--- src/rtl/cdb_pkg.sv ---
// Shared types and helpers for the writeback/CDB arbitration slice.
// Tag and register widths are fixed here; the top-level parameters must match them.
package cdb_pkg;

   localparam int CDB_TAG_W  = 5;
   localparam int CDB_PREG_W = 7;

   localparam logic [1:0] SRC_ALU = 2'd0;
   localparam logic [1:0] SRC_BR  = 2'd1;
   localparam logic [1:0] SRC_MEM = 2'd2;

   typedef struct packed {
      logic                  valid;
      logic [CDB_TAG_W-1:0]  rob_tag;
      logic [CDB_PREG_W-1:0] pd;
      logic [31:0]           data;
      logic                  we;
      logic                  mispredict;
   } cdb_entry_t;

   // Distance from the ROB head decides age, so wrap-around of tags is harmless.
   function automatic logic rob_younger(input logic [CDB_TAG_W-1:0] tag,
                                        input logic [CDB_TAG_W-1:0] head,
                                        input logic [CDB_TAG_W-1:0] ref_tag);
      logic [CDB_TAG_W-1:0] tag_age;
      logic [CDB_TAG_W-1:0] ref_age;
      tag_age = tag - head;
      ref_age = ref_tag - head;
      return tag_age > ref_age;
   endfunction

endpackage

--- src/rtl/cdb_arbiter_wb_queue.sv ---
// Per-source writeback queue: head at slot 0, shift-style pop, flush of entries
// younger than a mispredict with compaction, and an issue-side ready flag.
module wb_queue import cdb_pkg::*; #(
   parameter int DEPTH = 4
) (
   input  logic                 clk,
   input  logic                 reset,
   input  logic                 push,
   input  cdb_entry_t           push_entry,
   input  logic                 pop,
   input  logic                 flush,
   input  logic [CDB_TAG_W-1:0] flush_tag,
   input  logic [CDB_TAG_W-1:0] rob_head,
   output cdb_entry_t           head,
   output logic                 ready,
   output logic                 overflow
);

   localparam int IDX_W = $clog2(DEPTH);
   localparam int CNT_W = $clog2(DEPTH + 1);
   localparam logic [CNT_W-1:0] READY_MAX = CNT_W'(DEPTH - 2);

   cdb_entry_t       ent_q [DEPTH];
   cdb_entry_t       ent_d [DEPTH];
   cdb_entry_t       shifted [DEPTH];
   logic [CNT_W-1:0] count_q;
   logic [CNT_W-1:0] count_d;
   logic             accept;
   int               fill;

   // Pop, then drop flushed entries, then compact survivors and append the new result.
   always_comb begin
      for (int i = 0; i < DEPTH - 1; i++) begin
         shifted[i] = pop ? ent_q[i+1] : ent_q[i];
      end
      shifted[DEPTH-1] = pop ? '0 : ent_q[DEPTH-1];

      for (int i = 0; i < DEPTH; i++) begin
         if (flush && shifted[i].valid && rob_younger(shifted[i].rob_tag, rob_head, flush_tag)) begin
            shifted[i].valid = 1'b0;
         end else begin
            shifted[i].valid = shifted[i].valid;
         end
      end

      fill = 0;
      for (int i = 0; i < DEPTH; i++) begin
         ent_d[i] = '0;
      end
      for (int i = 0; i < DEPTH; i++) begin
         if (shifted[i].valid && fill < DEPTH) begin
            ent_d[fill[IDX_W-1:0]] = shifted[i];
            fill = fill + 1;
         end else begin
            fill = fill;
         end
      end

      accept   = push && !(flush && rob_younger(push_entry.rob_tag, rob_head, flush_tag));
      overflow = 1'b0;
      if (accept && fill < DEPTH) begin
         ent_d[fill[IDX_W-1:0]]       = push_entry;
         ent_d[fill[IDX_W-1:0]].valid = 1'b1;
         fill = fill + 1;
      end else begin
         overflow = accept;
      end
      count_d = CNT_W'(fill);
   end

   always_ff @(posedge clk or negedge reset) begin
      if (!reset) begin
         for (int i = 0; i < DEPTH; i++) begin
            ent_q[i] <= '0;
         end
         count_q <= '0;
      end else begin
         ent_q   <= ent_d;
         count_q <= count_d;
      end
   end

   assign head  = ent_q[0];
   assign ready = (count_q <= READY_MAX);

endmodule

--- src/rtl/cdb_arbiter.sv ---
// Writeback stage: three FU result queues arbitrated round-robin onto one
// registered common data bus, with mispredict squash and issue backpressure.
module cdb_arbiter import cdb_pkg::*; #(
   parameter int DEPTH  = 4,
   parameter int TAG_W  = CDB_TAG_W,
   parameter int PREG_W = CDB_PREG_W
) (
   input  logic              clk,
   input  logic              reset,
   input  logic              alu_valid,
   input  logic [TAG_W-1:0]  alu_rob_tag,
   input  logic [PREG_W-1:0] alu_pd,
   input  logic [31:0]       alu_data,
   input  logic              alu_we,
   input  logic              b_valid,
   input  logic [TAG_W-1:0]  b_rob_tag,
   input  logic [PREG_W-1:0] b_pd,
   input  logic [31:0]       b_data,
   input  logic              b_we,
   input  logic              b_mispredict,
   input  logic              mem_valid,
   input  logic [TAG_W-1:0]  mem_rob_tag,
   input  logic [PREG_W-1:0] mem_pd,
   input  logic [31:0]       mem_data,
   input  logic              mem_we,
   input  logic [TAG_W-1:0]  rob_head,
   input  logic              mispredict,
   input  logic [TAG_W-1:0]  mispredict_tag,
   output logic              alu_ready,
   output logic              b_ready,
   output logic              mem_ready,
   output logic              cdb_valid,
   output logic [TAG_W-1:0]  cdb_rob_tag,
   output logic [PREG_W-1:0] cdb_pd,
   output logic [31:0]       cdb_data,
   output logic              cdb_we,
   output logic              cdb_mispredict,
   output logic [1:0]        cdb_src,
   output logic              overflow_err
);

   cdb_entry_t in_entry [3];
   cdb_entry_t head [3];
   logic       push [3];
   logic       pop [3];
   logic       ready [3];
   logic       ovf [3];

   logic [1:0] order [3];
   logic       grant_valid;
   logic [1:0] grant_src;
   cdb_entry_t grant_entry;
   logic       squash;

   cdb_entry_t cdb_q, cdb_d;
   logic [1:0] src_q, src_d;
   logic [1:0] last_grant_q, last_grant_d;
   logic       overflow_q, overflow_d;

   assign push[0] = alu_valid;
   assign push[1] = b_valid;
   assign push[2] = mem_valid;

   // Pack each FU's result bus into a queue entry.
   always_comb begin
      in_entry[0] = '{valid: 1'b1, rob_tag: alu_rob_tag, pd: alu_pd, data: alu_data,
                      we: alu_we, mispredict: 1'b0};
      in_entry[1] = '{valid: 1'b1, rob_tag: b_rob_tag, pd: b_pd, data: b_data,
                      we: b_we, mispredict: b_mispredict};
      in_entry[2] = '{valid: 1'b1, rob_tag: mem_rob_tag, pd: mem_pd, data: mem_data,
                      we: mem_we, mispredict: 1'b0};
   end

   for (genvar g = 0; g < 3; g++) begin : g_q
      wb_queue #(.DEPTH(DEPTH)) u_q (
         .clk        (clk),
         .reset      (reset),
         .push       (push[g]),
         .push_entry (in_entry[g]),
         .pop        (pop[g]),
         .flush      (mispredict),
         .flush_tag  (mispredict_tag),
         .rob_head   (rob_head),
         .head       (head[g]),
         .ready      (ready[g]),
         .overflow   (ovf[g])
      );
      assign pop[g] = grant_valid && (grant_src == 2'(g));
   end

   // Round-robin: search starts at the source after the last grant.
   always_comb begin
      case (last_grant_q)
         SRC_ALU: begin order[0] = SRC_BR;  order[1] = SRC_MEM; order[2] = SRC_ALU; end
         SRC_BR:  begin order[0] = SRC_MEM; order[1] = SRC_ALU; order[2] = SRC_BR;  end
         default: begin order[0] = SRC_ALU; order[1] = SRC_BR;  order[2] = SRC_MEM; end
      endcase
      if (head[order[0]].valid) begin
         grant_valid = 1'b1;
         grant_src   = order[0];
      end else if (head[order[1]].valid) begin
         grant_valid = 1'b1;
         grant_src   = order[1];
      end else if (head[order[2]].valid) begin
         grant_valid = 1'b1;
         grant_src   = order[2];
      end else begin
         grant_valid = 1'b0;
         grant_src   = last_grant_q;
      end
      grant_entry = head[grant_src];
      squash      = mispredict && rob_younger(grant_entry.rob_tag, rob_head, mispredict_tag);
   end

   // A squashed grant still pops and advances the pointer, but is not broadcast.
   always_comb begin
      cdb_d        = cdb_q;
      cdb_d.valid  = 1'b0;
      src_d        = src_q;
      last_grant_d = last_grant_q;
      if (grant_valid) begin
         last_grant_d = grant_src;
         if (!squash) begin
            cdb_d = grant_entry;
            src_d = grant_src;
         end else begin
            cdb_d.valid = 1'b0;
         end
      end else begin
         last_grant_d = last_grant_q;
      end
      overflow_d = overflow_q | ovf[0] | ovf[1] | ovf[2];
   end

   always_ff @(posedge clk or negedge reset) begin
      if (!reset) begin
         cdb_q        <= '0;
         src_q        <= SRC_ALU;
         last_grant_q <= SRC_MEM;
         overflow_q   <= 1'b0;
      end else begin
         cdb_q        <= cdb_d;
         src_q        <= src_d;
         last_grant_q <= last_grant_d;
         overflow_q   <= overflow_d;
      end
   end

   assign alu_ready      = ready[0];
   assign b_ready        = ready[1];
   assign mem_ready      = ready[2];
   assign cdb_valid      = cdb_q.valid;
   assign cdb_rob_tag    = cdb_q.rob_tag;
   assign cdb_pd         = cdb_q.pd;
   assign cdb_data       = cdb_q.data;
   assign cdb_we         = cdb_q.we;
   assign cdb_mispredict = cdb_q.mispredict;
   assign cdb_src        = src_q;
   assign overflow_err   = overflow_q;

endmodule

--- config.mk ---
export PLATFORM = sky130hd
export DESIGN_NAME = cdb_arbiter
export DESIGN_NICKNAME = d
export VERILOG_FILES = /design/src/rtl/cdb_pkg.sv /design/src/rtl/cdb_arbiter_wb_queue.sv /design/src/rtl/cdb_arbiter.sv
export SDC_FILE = /design/constraint.sdc
export NUM_CORES = 2
export LEC_CHECK = 0
export ABC_CLOCK_PERIOD_IN_PS = 21900
export CAP_MARGIN = 20
export CORE_ASPECT_RATIO = 0.9
export CORE_UTILIZATION = 45
export DETAILED_ROUTE_END_ITERATION = 6
export PLACE_DENSITY = 0.68
export SLEW_MARGIN = 15
export SYNTH_ARGS = -nofsm -noshare
export SYNTH_HDL_FRONTEND = slang
export SYNTH_SLANG_ARGS = --single-unit
export TNS_END_PERCENT = 10
--- constraint.sdc ---
create_clock -name clk -period 21.9 [get_ports clk]
set_clock_uncertainty 0.1 [all_clocks]
set_input_delay 2.19 -clock clk [delete_from_list [all_inputs] [get_ports clk]]
set_output_delay 2.19 -clock clk [all_outputs]
set_load 0.02 [all_outputs]
Yosys cells after proc, flatten, opt, wreduce, memory -nomap -nowiden

Index checks and enable logic that the tools add are counted.

Bits in writable memories: 0
Latch bits: 0
Bits in registers: 625
Output and inout port bits: 53
Memories: 0
Input port bits: 152
Memory bits (read-only): 0
Logic and storage cells: 383

Shift operators: 0
Reductions and logical operators: 64
Add/subtract/negate cells: 29
Bitwise logic cells: 20
Equal/unequal tests: 3
Multiplexer cells: 124
$lt $le $gt $ge: 59
Div/mod/pow operators: 0
Multiply operators: 0

Operators by type and width:

| operator                | count |
|---|---|
| $bwmux W188             | 15 |
| $mux W188               | 12 |
| $mux W47                | 39 |
| $demux W47 S2           | 15 |
| $bmux W47 S2            | 4 |
| $lt A32 B4 Y1 const B   | 9 |
| $mux W32                | 9 |
| $add A32 B2 Y32 const B | 6 |
| $sub A5 B5 Y5           | 17 |
| $gt A5 B5 Y1            | 16 |
| $logic_and A1 B1 Y1     | 58 |
| $ge A3 B3 Y1 const B    | 16 |
| $mux W46                | 1 |
| $not A2 Y3              | 13 |
| $lt A3 B1 Y1 const B    | 12 |
| $mux W1                 | 22 |
| $pmux W6 S2             | 1 |
| $add A3 B2 Y3 const B   | 3 |
| $le A3 B2 Y1 const B    | 3 |
| $lt A1 B3 Y1 const B    | 3 |
| $mux W3                 | 3 |
| $not A1 Y3              | 3 |
| $add A1 B1 Y2 const B   | 3 |
| $mux W2                 | 3 |
| other kinds (7)         | 13 |

Logic depth before layout (Yosys ltp)

Depth in word-level cells: 34
Depth in mapped cells: 36
Gate-level depth less buffers: 30

Modules after synthesis

Synthesis repeated with hierarchy kept, for this count alone.

Cells, all modules: 5132
Area total of the unflattened synthesis: 45897.8 um2

By module, submodules not included:

| module                | seq. area each (um2) | instances | cells each | area each (um2) |
|---|---|---|---|---|
| wb_queue (g_q[0].u_q) | 4779.6               | 1         | 1691       | 14592.7 |
| wb_queue (g_q[1].u_q) | 4779.6               | 1         | 1603       | 14054.7 |
| wb_queue (g_q[2].u_q) | 4779.6               | 1         | 1533       | 13864.5 |
| cdb_arbiter           | 1302.5               | 1         | 305        | 3385.7 |

Worst setup path before layout

OpenSTA, ideal clock, no wires.

Path type: in2reg
Start: input port rob_head[1]
End: register g_q[2].u_q.ent_q, in the netlist g_q[2].u_q.head[29]
Data required time: 21.675 ns
Path buffers: 5
Data arrival time: 8.247 ns
Library setup time: 0.125 ns
Path slack: 13.428 ns
Cell stages on the path: 28
Cell sequence: inv_1 -> ha_1 -> a21o_1 -> a21oi_1 -> xor2_1 -> ha_1 -> nand3_1 -> o21ai_0 -> a31oi_1 -> or2_1 -> clkbuf_1 -> inv_1 -> ha_1 -> and2_1 -> nand3_2 -> clkbuf_1 -> nand2_1 -> xnor2_1 -> inv_1 -> ha_1 -> o2111a_1 -> and2_1 -> clkbuf_2 -> nor2_1 -> buf_2 -> buf_2 -> a22o_1 -> a211oi_1

RTL lines:

| element              | RTL line                   | source |
|---|---|---|
| from (decl)          | cdb_arbiter.sv:26          | `input logic [TAG_W-1:0] rob_head,` |
| to (signal assigned) | cdb_arbiter_wb_queue.sv:78 | `ent_q <= ent_d;` |
| to (decl)            | cdb_arbiter_wb_queue.sv:23 | `cdb_entry_t ent_q [DEPTH];` |

==> results by stage <==
Status:
- The run finished, with violations left.
- The final reports fail on design-rule violations.

Power:
- The worst-case vdd ir drop is around 0.00021 V.
- The clock network is responsible for a little under a fifth of the overall power.
- The net switching power is 3.52 mW.
- The switching share of power is a little under 50%.
- For this design the ratio of total power to cell area is between 150 and 200 nW/um^2.
- The internal portion of total power is roughly 3.6 mW.
- In this run, the combinational gates consume between 50% and 60% of the power.
- The portion of total power attributed to sequential cells is about a quarter.
- In this run the static leakage power is roughly 21 nW.

Cells and area:
- From synthesis to final layout, the design area changed by 12.3%.
- The net count of the finished layout is 5213.
- The ratio of cells with drive above 1 in the final layout is between 6 and 7%.
- The antenna diode count is 0.

Clock network:
- The cell sitting at the root of the clock tree is a sky130_fd_sc_hd__clkbuf_16.
- For this design, the CTS-stage hold fixing added 0 buffers.
- The clock-pin transition on the worst setup and hold timing paths is approximately 0.06 ns.
- Counting along the longest clock path gives a buffer depth of 3.
- The clock sink count is 625.
- The TritonCTS clock tree is built.
- TritonCTS created 72 clock buffers.
- The post-CTS setup buffer count is 0.
- The H-tree was split into 3 levels.
- Clock latency on the worst-skew pair, taken at its later pin, is about 0.67 ns.
- After clock tree synthesis, the repair step resized 0 gates.

Placement:
- At the end of routability-driven placement, the weighted congestion stood at ~0.94.
- The count of buffers from port buffering is 204.
- The HPWL reported at the end of detailed placement is slightly above 90000 um.
- The post-placement worst setup slack is around 12 ns.

Global routing:
- The first global-routing pass estimated around 240000 um of wire.
- The global-route usage over all layers is approximately 33%.
- Entering global routing, the biggest net connects roughly 170 pins.
- The number of global-route vias before repair is 39000.
- The number of antenna violations at the first check in global routing came to 3.
- The overall overflow remaining after global route is 0.

Yosys:
- Among all cell types in the netlist, the one instantiated most often is sky130_fd_sc_hd__nand2_1.
- For this run, asynchronously set or reset flops after synthesis account for 100%.
- In this run the mean area of a mapped cell was 8.41 um^2.
- The library cell occupying the most area in the post-synthesis netlist is sky130_fd_sc_hd__dfrtp_1.
- Synthesis produced a netlist with a net count of approximately 5300.
- The leading register cell type out of synthesis is sky130_fd_sc_hd__dfrtp_1.
- Counting flops with a built-in enable in the synthesized netlist gives 0.
- By area the synthesized netlist is led by sky130_fd_sc_hd__dfrtp_1 (37%), sky130_fd_sc_hd__a21oi_1 (6.9%), sky130_fd_sc_hd__nand2_1 (5.8%).
- During synthesis, Yosys emitted a total of 0 warnings.
- The share of synthesized area in the top cell type comes to between 30% and 40%.
- By count the netlist is led by sky130_fd_sc_hd__nand2_1 (647), sky130_fd_sc_hd__dfrtp_1 (624), sky130_fd_sc_hd__a21oi_1 (575).
- The synthesized instance count is around 5000.
- Of the synthesized area, sequential elements account for between 30% and 40%.
- The total standard cell area after synthesis is 41800 um^2.
- Counting flops and latches in the post-synthesis netlist gives roughly 630.
- After synthesis, the netlist uses around 80 different library cells.

Drt:
- The post-detailed-route wirelength per cell is ~25 um.
- In the routed layout, each cell is associated on average with a via count of 6.68.
- The total detailed-routing wirelength is approximately 160000 um.
- The pre-antenna-repair detailed-routing pass consisted of 7 iterations.
- The count of nets left with antenna violations after detail routing is 0.
- The DRC violation count after routing is 1.
- The violation count after the first detailed-routing iteration is roughly 6100.
- The routed layout has approximately 41000 vias.

Critical path:
- The critical path launch point type is a primary input.
- The cell with the most instances on the worst path is sky130_fd_sc_hd__buf_4.
- At the worst endpoint, the arrival time is about 10 ns.
- Data on the critical path is required at its endpoint by ~22 ns.
- Of all nets on the critical path, the largest fanout is a little over 50.
- The endpoint of the worst-slack reg-to-reg timing path is g_q[2].u_q.head[10].
- The setup path with the least slack is of type primary input to flop.
- The setup slack of the most critical reg-to-reg path is about 13 ns.
- The highest-delay cell along the critical path is sky130_fd_sc_hd__buf_4.
- The number of cells on the worst reg-to-reg path is 32.
- The launch instance of the worst register-to-register path is last_grant_q[1].
- The type of destination of the critical path is a flop.
- In this design, the stage delay of the slowest critical-path cell is slightly above 0.6 ns.

STA:
- The number of endpoints failing setup at the final stage is 0.
- The slew at the pin closest to its max-slew limit is roughly 1.2 ns.
- Setup repair after global routing left no endpoint under its margin.
- The maximum clock rate is between 100 and 150 MHz.
- The final critical path time including I/O delays and setup is 9.82 ns.
- In the finished design, the share of the clock period the worst path needs comes to about 45%.
- The post-route worst setup slack is between 10 and 15 ns.
- The final max-slew violation count is 0.
- The total count of hold-check failures in the final report is 0.
- The total negative slack for setup checks is 0 ns.
- In this run the tightest slew margin relative to its limit is approximately a fifth.

Job:
- The tool flagged a number of max-cap violations equal to 0.

Floorplanning:
- Measured along the y axis, the die boundary spans roughly 290 um.
- The number of rows created at floorplan is 105.
- The die is between 300 and 400 um wide.
- slightly above 200 I/O pins were placed.
- The floorplan step defined a die boundary enclosing between 90000 and 100000 um^2.
- The initial standard-cell utilization of the core is about 46%.
- The area of the core region is about 92000 um^2.

Min path:
- The startpoint of the lowest-slack hold path is overflow_err.
- The worst hold path terminates at overflow_err.
- Counting instances, the worst hold path has a depth of 1.
- The worst hold path class is flop to flop.
## cells in the final DEF, fill, tap and decap left out, drive strengths merged, types with 15 or more instances in the layout
cell,netlist,routed
nand2,647,647
dfrtp,624,624
a21oi,576,576
nor2,370,370
o21ai,307,307
clkdlybuf4s50,0,203
ha,179,179
inv,138,140
a31oi,131,131
a221o,125,125
nand3,121,121
mux2i,116,116
clkbuf,312,102
a22o,97,97
and3,97,97
nor3,95,95
buf,155,88
a221oi,85,85
a222oi,82,82
a21o,81,81
o221ai,56,56
a22oi,53,53
a211oi,50,50
xnor2,49,49
o211ai,47,47
or3,45,45
nand3b,44,44
a32oi,44,44
a21boi,41,41
xor2,28,28
fa,20,20
and2,19,19
mux2,18,18
nor2b,15,15
## sequential cells by signal (all words and copies together), names as in the netlist
register,count
g_q.u_q.ent_q,423
g_q.u_q.head,141
cdb_data,32
g_q.u_q.count_q,9
cdb_pd,7
cdb_rob_tag,5
cdb_src,2
last_grant_q,2
cdb_mispredict,1
cdb_valid,1
cdb_we,1
overflow_err,1
## through the flow
stage                     util (%)  power (mW)  std cells  area, um^2  hold slack, ns
final                         51.2        7.16       6145       46900           0.399
after floorplan                  -        4.46       4964       41800           0.404
after global routing          51.2        7.56       6145       46900           0.444
after detailed placement      48.4        5.72       6013       44300           0.386
after CTS                     51.1        7.03       6140       46800           0.414
after global placement        48.4        5.65       6013       44300           0.391
## cell families after synthesis
| group | after synthesis | share of synthesized area, % |
|---|---|---|
| fa+ha+maj | 199 | 6.32 |
| compound gates | 1832 | 29.5 |
| mux | 134 | 3.28 |
| xor+xnor | 77 | 1.61 |
| flops | 625 | 37.5 |
| simple gates | 1491 | 15.9 |
| buf+inv | 606 | 5.92 |
## worst max path at each step
stage	to	cells past startpoint	startpoint
6_report	g_q[2].u_q.head[10]	30	rob_head[1]
2_1_floorplan	g_q[2].u_q.head[29]	28	rob_head[1]
3_3_place_gp	g_q[2].u_q.head[22]	30	rob_head[1]
3_5_place_dp	g_q[2].u_q.head[28]	30	rob_head[1]
5_1_grt	g_q[2].u_q.head[14]	30	rob_head[1]
4_1_cts	g_q[2].u_q.head[5]	30	rob_head[1]
## per-layer routing
metal  up-vias  routed length [um]  part of all wire (%)  GRT usage [%]
li1      18200                   -                     -              -
met1     19900               61400                    39           44.0
met2      2629               68700                    44           48.5
met3       395               20100                    13           9.44
met4         4                6050                   3.9           13.3
met5         -                  23                 0.015              0
## critical path, delay by kind of cell
kind,cells,cell delay [ns]
AND/OR/NAND/NOR,7,1.61
adder cells (fa/ha/maj),4,1.12
buffers and inverters,10,3.31
AO/OA/AOI/OAI,7,1.40
XOR/XNOR,2,0.52
## power by group through the flow
stage / logic [mW] / clock network, mW / registers, mW
6_report: 4.12 / 1.30 / 1.74
5_1_grt: 4.44 / 1.36 / 1.76
4_1_cts: 4.00 / 1.31 / 1.73
3_5_place_dp: 3.97 / 0 / 1.74
3_3_place_gp: 3.91 / 0 / 1.74
2_1_floorplan: 2.78 / 0 / 1.68
## area by class of cell
type	instances	area (um^2)
sequential	625	15600
tap	1230	1540
clock buffer	102	2110
multi-input combinational	3733	23900
timing repair buffer	291	2780
inverter	139	522
clock inverter	25	390
fill	8529	44600
(Power assumes the default switching activity.)
